### src/rtl/pipeline_barrier_pkg.sv
// +----------------------------------------------------------------------+
// | pipeline_pkg : shared FSM state type and default widths for barriers |
// | Revision: 1.0                                                        |
// +----------------------------------------------------------------------+
`default_nettype none

package pipeline_pkg;

    localparam int DATA_W_DEF = 32;
    localparam int CTRL_W_DEF = 16;
    localparam int CNT_W_DEF  = 16;

    typedef enum logic [1:0] {
        EMPTY = 2'd0,
        ONE   = 2'd1,
        TWO   = 2'd2
    } bar_state_e;

endpackage

`default_nettype wire

### src/rtl/pipeline_barrier_sat_counter.sv
// +----------------------------------------------------------------------+
// | sat_counter : up-counter that sticks at all-ones instead of wrapping |
// | Revision: 1.0                                                        |
// +----------------------------------------------------------------------+
`default_nettype none

module sat_counter
    import pipeline_pkg::*;
#(
    parameter int CNT_W = CNT_W_DEF
) (
    input  logic             clk,
    input  logic             rst,
    input  logic             inc,
    output logic [CNT_W-1:0] count
);

    localparam logic [CNT_W-1:0] C_MAX = {CNT_W{1'b1}};
    localparam logic [CNT_W-1:0] C_ONE = {{(CNT_W-1){1'b0}}, 1'b1};

    logic [CNT_W-1:0] count_q;

    always_ff @(posedge clk or negedge rst) begin
        if (!rst) begin
            count_q <= '0;
        end else if (inc && (count_q != C_MAX)) begin
            count_q <= count_q + C_ONE;
        end
    end

    assign count = count_q;

endmodule

`default_nettype wire

### src/rtl/pipeline_barrier.sv
// +----------------------------------------------------------------------+
// | pipeline_barrier : two-slot skid-buffered stage register with flush  |
// | Revision: 1.0                                                        |
// +----------------------------------------------------------------------+
`default_nettype none

module pipeline_barrier
    import pipeline_pkg::*;
#(
    parameter int DATA_W = DATA_W_DEF,
    parameter int CTRL_W = CTRL_W_DEF,
    parameter int CNT_W  = CNT_W_DEF
) (
    input  logic              clk,
    input  logic              rst,
    input  logic              in_valid,
    output logic              in_ready,
    input  logic [DATA_W-1:0] in_data,
    input  logic [CTRL_W-1:0] in_ctrl,
    output logic              out_valid,
    input  logic              out_ready,
    output logic [DATA_W-1:0] out_data,
    output logic [CTRL_W-1:0] out_ctrl,
    input  logic              flush,
    output logic [CNT_W-1:0]  bubble_count
);

    bar_state_e        state_q, state_d;
    logic [DATA_W-1:0] main_data_q, main_data_d;
    logic [DATA_W-1:0] skid_data_q, skid_data_d;
    logic [CTRL_W-1:0] main_ctrl_q, main_ctrl_d;
    logic [CTRL_W-1:0] skid_ctrl_q, skid_ctrl_d;
    logic              in_ready_q;
    logic              accept;
    logic              emit;

    assign out_valid = (state_q != EMPTY);
    assign accept    = in_valid & in_ready_q;
    assign emit      = out_valid & out_ready;

    always_comb begin
        state_d     = state_q;
        main_data_d = main_data_q;
        main_ctrl_d = main_ctrl_q;
        skid_data_d = skid_data_q;
        skid_ctrl_d = skid_ctrl_q;
        unique case (state_q)
            EMPTY: begin
                if (accept) begin
                    main_data_d = in_data;
                    main_ctrl_d = in_ctrl;
                    state_d     = ONE;
                end
            end
            ONE: begin
                if (accept && emit) begin
                    main_data_d = in_data;
                    main_ctrl_d = in_ctrl;
                end else if (accept) begin
                    skid_data_d = in_data;
                    skid_ctrl_d = in_ctrl;
                    state_d     = TWO;
                end else if (emit) begin
                    main_ctrl_d = '0;
                    state_d     = EMPTY;
                end
            end
            TWO: begin
                if (emit) begin
                    main_data_d = skid_data_q;
                    main_ctrl_d = skid_ctrl_q;
                    skid_ctrl_d = '0;
                    state_d     = ONE;
                end
            end
            default: state_d = EMPTY;
        endcase
        // A kill overrides everything, including an accept in the same cycle.
        if (flush) begin
            state_d     = EMPTY;
            main_ctrl_d = '0;
            skid_ctrl_d = '0;
        end
    end

    always_ff @(posedge clk or negedge rst) begin
        if (!rst) begin
            state_q     <= EMPTY;
            main_ctrl_q <= '0;
            skid_ctrl_q <= '0;
            in_ready_q  <= 1'b1;
        end else begin
            state_q     <= state_d;
            main_ctrl_q <= main_ctrl_d;
            skid_ctrl_q <= skid_ctrl_d;
            in_ready_q  <= (state_d != TWO);
        end
    end

    // Payload slots carry no reset so they map onto plain flops.
    always_ff @(posedge clk) begin
        main_data_q <= main_data_d;
        skid_data_q <= skid_data_d;
    end

    assign in_ready = in_ready_q;
    assign out_data = main_data_q;
    assign out_ctrl = out_valid ? main_ctrl_q : '0;

    sat_counter #(
        .CNT_W (CNT_W)
    ) u_bubble_cnt (
        .clk   (clk),
        .rst   (rst),
        .inc   (out_ready & ~out_valid),
        .count (bubble_count)
    );

endmodule

`default_nettype wire
### config.mk
export PLATFORM = sky130hd
export DESIGN_NAME = pipeline_barrier
export DESIGN_NICKNAME = d
export VERILOG_FILES = /design/src/rtl/pipeline_barrier_pkg.sv /design/src/rtl/pipeline_barrier_sat_counter.sv /design/src/rtl/pipeline_barrier.sv
export SDC_FILE = /design/constraint.sdc
export NUM_CORES = 1
export LEC_CHECK = 0
export CAP_MARGIN = 0
export CORE_ASPECT_RATIO = 0.5
export CORE_MARGIN = 1
export CORE_UTILIZATION = 35
export DETAILED_ROUTE_END_ITERATION = 10
export DONT_BUFFER_PORTS = 1
export PLACE_DENSITY = 0.53
export SLEW_MARGIN = 20
export SYNTH_ARGS = -nofsm -noshare
export SYNTH_HDL_FRONTEND = slang
export SYNTH_SLANG_ARGS = --single-unit
### constraint.sdc
create_clock -name clk -period 2.5 [get_ports clk]
set_input_delay 0.125 -clock clk [delete_from_list [all_inputs] [get_ports clk]]
set_output_delay 0.125 -clock clk [all_outputs]
set_load 0.01 [all_outputs]
==> reports/results.txt, run 1 <==
CP Launch Type -> flop
synth warn -> 0
clock sink count -> 115
largest net degree at the start of global routing -> 52
Vias -> 3204
initial antenna violation count -> 0
net load switching power -> 1.585 mW
Int Pwr -> 4.234 mW
CP dominant cell by count -> buf_4
Synth area leaders -> edfxtp_1 38%, dfrtp_1 25%, mux2_2 7.6%, nor2b_1 4.1%, mux2i_1 3.2%
cells on worst reg2reg path -> 8
final worst setup slack -> 0.4158 ns
first-pass GRT wire length -> 17480 µm
post-cts repair resize count -> 0
mux cell area share after synthesis -> 0.1081
layout cells sized above 1 -> 0.1986
RSZ-0062 raised after global routing -> false
mean area per synthesized cell -> 13.65 µm²
status -> finished clean
clock latency on the worst-skew pair -> 0.40 ns
Clk pwr share -> 0.421
die footprint -> 14870 µm²
TNS Setup -> 0 ns
placed cell area -> 5254 µm²
pre-CTS setup slack -> 0.4467 ns
Max Cap Viol -> 0
Yosys cell types -> 45
required time worst endpoint -> 2.80 ns
Leak Pwr -> 2.408 nW
DR vias/cell -> 5.046
DR DRC count -> 0
H-tree depth -> 4
Slowest cell on crit path -> dfrtp_1
TritonCTS clock tree -> built
fill count -> 1219
Layout area overhead -> 27.54%
sequential share of power -> 0.434
most frequent cell after synthesis -> edfxtp_1
antenna cells -> 0
WL/cell -> 17.67 µm
DRT Pass-1 Iters -> 4
Worst path max stage delay -> 0.41 ns
total CTS buffers -> 17
adder-cell area share of the yosys netlist -> 0.01245
EDFF count, synth -> 64
Clock Path Buffers -> 2
share of the synthesized area in the top cell type -> 0.3825
Placer Congestion -> 0.7950
cell row count -> 30
kind of critical path -> reg2reg
HP Class -> in2reg
Die Y -> 86.73 µm
final hold vios -> 0
leading area contributor after synthesis -> edfxtp_1
Die X -> 171.5 µm
crit-path cells -> inv_1, ha_1, buf_4, and2b_1, o22ai_2, buf_4, a221oi_1, nor3_1
reg-to-reg startpoint -> state_q[1]
Crit Path Max Fanout -> 20
ys async rst share -> 0.4435
CORE AREA -> 13780 µm²
Post-CTS Setup Bufs -> 0
initial DRC count -> 144
design area -> 6409 µm²
XOR/XNOR Fraction of Synth Area -> 0.02615
Critical R2R Capture -> main_ctrl_q[4]
Routed WL -> 11220 µm
final net count -> 488
hold_sp -> in_ctrl[5]
GRT overflow -> 0
CP endpoint kind -> flop
Max Clock Skew -> 0.007750 ns
Synth Instances -> 368
Power per Cell Area -> 908.0 nW/µm²
post-synthesis simple-gate area fraction -> 0.1370
GR Util All Layers -> 0.1537
Compound-Gate Fraction of Synth Area -> 0.05578
top cells by count, synth -> 64 x edfxtp_1, 50 x dfrtp_1, 39 x nor2_1
Final min period -> 2.084 ns
IO Pins -> 119
port bufs -> 0
dominant combinational cell family by area after synthesis -> simple AND/OR/NAND/NOR gates
Synth Flop Type -> edfxtp_1
R2R setup slack -> 0.42 ns
WHS Path Cells -> 2
peak supply drop -> 0.4826 mV
worst slew pin tran -> 0.6480 ns
data arrival time of the worst path -> 2.39 ns
hpwl dp -> 7361 µm
highest clock rate -> 479.8 MHz
Hold Path End -> main_ctrl_q[5]
Tcrit/Tclk final -> 0.8337
worst rel slew slack -> 0.5680
Slew Limit Fails -> 0
Setup Viol. Count Final -> 0
cts hold-fix bufs -> 52
Post-Syn Area -> 5025 µm²
post-synthesis sequential area ratio -> 0.6367
Yosys reg bits -> 115
antenna-violating nets left -> 0
Initial Util -> 0.3648
combinational share of power -> 0.144
vias in the first global route -> 3320
Syn Nets -> 426
switching share of total power -> 0.2725
Reg clk slew, reported paths -> 0.06 ns
CTS Root Buffer Type -> clkbuf_16
metal layers:
| metal | wire, µm | track usage | up-vias |
|---|---|---|---|
| met5 | 0 | 0 | - |
| met4 | 58 | 0.05032 | 0 |
| met3 | 552 | 0.04292 | 5 |
| met2 | 5794 | 0.2757 | 79 |
| met1 | 4812 | 0.1785 | 1633 |
| li1 | - | - | 1487 |
critical path: cells and delay by family (launching register included):
| family | cells | cell delay [ns] |
|---|---|---|
| buffers and inverters | 3 | 0.64 |
| adders and majority gates | 1 | 0.29 |
| and+or+nand+nor | 2 | 0.47 |
| AOI/OAI and AO/OA | 2 | 0.18 |
| DFF | 1 | 0.41 |
metrics by stage:
stage          hold slack (ns)  total power [mW]  utilization  instances
5_1_grt                0.01380             6.083       0.4652        635
3_5_place_dp           -0.1697             3.305       0.3814        551
2_1_floorplan          -0.1706             3.089            -        368
4_1_cts               0.005974             5.892       0.4652        635
6_report              0.009538             5.819       0.4652        635
3_3_place_gp           -0.1693             3.253       0.3814        551
placed cells by master, fill, tap and decap left out, types with 7 or more instances in the layout:
cell           count
xnor2_1            8
dfrtp_1           50
xor2_1             7
mux2_2            34
edfxtp_1          64
nor2b_1           33
nand4_1            7
buf_4              8
nor2_1            38
dlygate4sd3_1     50
nand2_1           10
clkbuf_16         17
nor3_1            18
a221oi_1          16
mux2i_1           16
worst max path at each step:
stage	start	to	slack, ns	cells past startpoint
4_1_cts	state_q[0]	main_ctrl_q[4]	0.43	8
2_1_floorplan	state_q[0]	out_data[0]	0.24	6
5_1_grt	state_q[1]	main_ctrl_q[4]	0.26	8
3_3_place_gp	state_q[0]	main_ctrl_q[3]	0.60	8
6_report	state_q[1]	main_ctrl_q[4]	0.42	8
3_5_place_dp	state_q[0]	main_ctrl_q[4]	0.45	8
state kept, by name (all words and copies together), names as in the netlist:
| register | cells |
|---|---|
| skid_ctrl_q | 16 |
| state_q | 2 |
| main_ctrl_q | 16 |
| out_data | 32 |
| in_ready | 1 |
| skid_data_q | 32 |
| u_bubble_cnt.count | 16 |
logic make-up (layout without fill, tap and decap cells):
family	Yosys count	after routing
xor+xnor	15	15
flops	115	115
compound gates	32	32
fa+ha+maj	5	5
buf+inv	23	98
simple gates	128	128
mux	50	50
power by group through the flow:
stage                     clock (mW)  sequential, mW  combinational, mW
after floorplan                    0            2.52              0.574
after global placement             0            2.55              0.700
after detailed placement           0            2.57              0.736
after CTS                       2.51            2.53              0.849
after global routing            2.60            2.56              0.924
final                           2.45            2.53              0.839
final cells by class:
type / count / area [µm²] / area share
timing repair buffer: 61 / 628.1 / 0.09801
tap: 192 / 240.2 / 0.03749
clock inverter: 15 / 181.4 / 0.02831
sequential: 115 / 3199 / 0.4992
inverter: 5 / 18.77 / 0.002929
multi-input combinational: 230 / 1715 / 0.2677
clock buffer: 17 / 425.4 / 0.06638
Power figures use the tool's default switching activity.
==> run 2, diff against run 1 <==
==> constraint.sdc (replaced) <==
create_clock -name clk -period 1.9 [get_ports clk]
set_input_delay 0.095 -clock clk [delete_from_list [all_inputs] [get_ports clk]]
set_output_delay 0.095 -clock clk [all_outputs]
set_load 0.01 [all_outputs]
==> reports/results.txt, run 2 (same netlist as run 1, synthesis figures left out) <==
status -> finished clean
Max Clock Skew -> 0.01112 ns
clock sink count -> 115
crit-path cells -> inv_2, ha_4, nor2b_4, buf_6, nor3_4, clkbuf_16, mux2i_1, nor2_1
final net count -> 512
Int Pwr -> 5.603 mW
Power per Cell Area -> 1153 nW/µm²
Worst path max stage delay -> 0.42 ns
fill count -> 1198
worst slew pin tran -> 0.4517 ns
antenna cells -> 0
Leak Pwr -> 2.549 nW
Routed WL -> 11610 µm
H-tree depth -> 4
die footprint -> 14870 µm²
Clk pwr share -> 0.392
Slew Limit Fails -> 0
fin util -> 0.4883
required time worst endpoint -> 2.18 ns
highest clock rate -> 535.1 MHz
combinational share of power -> 0.185
GR Util All Layers -> 0.1587
net load switching power -> 2.155 mW
hpwl dp -> 7253 µm
DR vias/cell -> 5.064
Reg clk slew, reported paths -> 0.05 ns
most common cell after layout, fill and taps aside -> edfxtp_1
Final Power -> 7.759 mW
CP Launch Type -> flop
Slowest cell on crit path -> dfrtp_1
CORE AREA -> 13780 µm²
Max Cap Viol -> 0
layout cells sized above 1 -> 0.2591
IO Pins -> 119
largest net degree at the start of global routing -> 52
Tcrit/Tclk final -> 0.9836
HP Class -> in2reg
CP bufs+invs -> 3
worst rel slew slack -> 0.6963
final hold vios -> 0
clock latency on the worst-skew pair -> 0.41 ns
WL/cell -> 17.62 µm
most frequent cells in the layout -> 64 x edfxtp_1, 50 x dlygate4sd3_1, 49 x dfrtp_1
TNS Setup -> 0 ns
port bufs -> 0
Vias -> 3337
Placer Congestion -> 0.7865
Die Y -> 86.73 µm
critical path's top delay family -> buffers and inverters
CTS Root Buffer Type -> clkbuf_16
total CTS buffers -> 17
initial antenna violation count -> 0
CP endpoint kind -> flop
peak supply drop -> 0.6773 mV
Crit Path Max Fanout -> 8
sequential share of power -> 0.423
Final min period -> 1.869 ns
vias in the first global route -> 3406
Layout area overhead -> 33.86%
Initial Util -> 0.3648
design area -> 6726 µm²
data arrival time of the worst path -> 2.15 ns
GRT overflow -> 0
placed cell area -> 5410 µm²
switching share of total power -> 0.2778
cell row count -> 30
DR DRC count -> 0
TritonCTS clock tree -> built
first-pass GRT wire length -> 17800 µm
Clock Path Buffers -> 2
Setup Viol. Count Final -> 0
kind of critical path -> reg2reg
antenna-violating nets left -> 0
DRT Pass-1 Iters -> 4
initial DRC count -> 147
Die X -> 171.5 µm
[run 2: changes by cell type in the layout (fill, tap and decap cells not counted), moves of 2 or more]
cell	before	now
buf_12	2	6
buf_4	8	25
clkinv_2	1	3
clkinv_4	4	2
ha_1	4	2
ha_4	0	2
inv_1	5	3
inv_2	0	2
[run 2: timing repair]
action,in CTS,in global routing
setup buffers,0,10
endpoints found under the hold margin,150,0
cloned,0,2
endpoints found under the setup margin,33,69
pin swaps,0,5
hold buffers,52,0
gates resized for setup,7,13
[run 2: worst register-to-register path: stages (launching register included)]
cell       delay (ns)
dfrtp_1          0.42
inv_2            0.13
ha_4             0.20
nor2b_4          0.06
buf_6            0.13
nor3_4           0.32
clkbuf_16        0.24
mux2i_1          0.19
nor2_1           0.06
[run 2: metrics by stage]
stage | hold slack (ns) | setup slack (ns) | std cells
6_report | 0.04916 | 0.03115 | 659
5_1_grt | 0.05018 | -0.01829 | 659
4_1_cts | 0.03626 | 0.005601 | 648
3_5_place_dp | -0.1997 | -0.2109 | 564
3_3_place_gp | -0.1995 | -0.03499 | 564
2_1_floorplan | -0.2006 | 0.07964 | 368
[run 2: worst paths after layout]
kind / startpoint / to / slack (ns) / depth (start not counted)
max in group asynchronous: rst / in_ready / 1.41 / 2
worst min register to register: main_ctrl_q[8] / main_ctrl_q[8] / 0.54 / 2
worst max register to register: state_q[1] / skid_ctrl_q[1] / 0.03 / 8
worst max-delay path: state_q[1] / skid_ctrl_q[1] / 0.03 / 8
worst min-delay path: in_valid / state_q[1] / 0.05 / 3
min in group asynchronous: rst / u_bubble_cnt.count[9] / 0.20 / 2
[run 2: per-layer routing]
| layer | vias up | global-route usage | wire [µm] |
|---|---|---|---|
| met5 | - | 0 | 0 |
| met4 | 0 | 0.05519 | 116 |
| met3 | 11 | 0.05845 | 676 |
| met2 | 89 | 0.2676 | 5748 |
| met1 | 1692 | 0.1876 | 5068 |
| li1 | 1545 | - | - |
[run 2: area by class of cell]
type,count,area [µm²],share of cell area
tap,192,240.2,0.03571
clock inverter,14,138.9,0.02065
timing repair buffer,84,872.1,0.1297
clock buffer,18,429.2,0.06380
multi-input combinational,231,1827,0.2716
inverter,5,18.77,0.002790
sequential,115,3201,0.4758
[run 2: power groups by stage]
stage               registers (mW)  logic (mW)  clock network (mW)
finish                        3.28        1.43                3.04
global route                  3.32        1.57                3.24
CTS                           3.28        1.32                3.11
detailed placement            3.33        1.13                   0
global placement              3.32        1.08                   0
floorplan                     3.31       0.767                   0
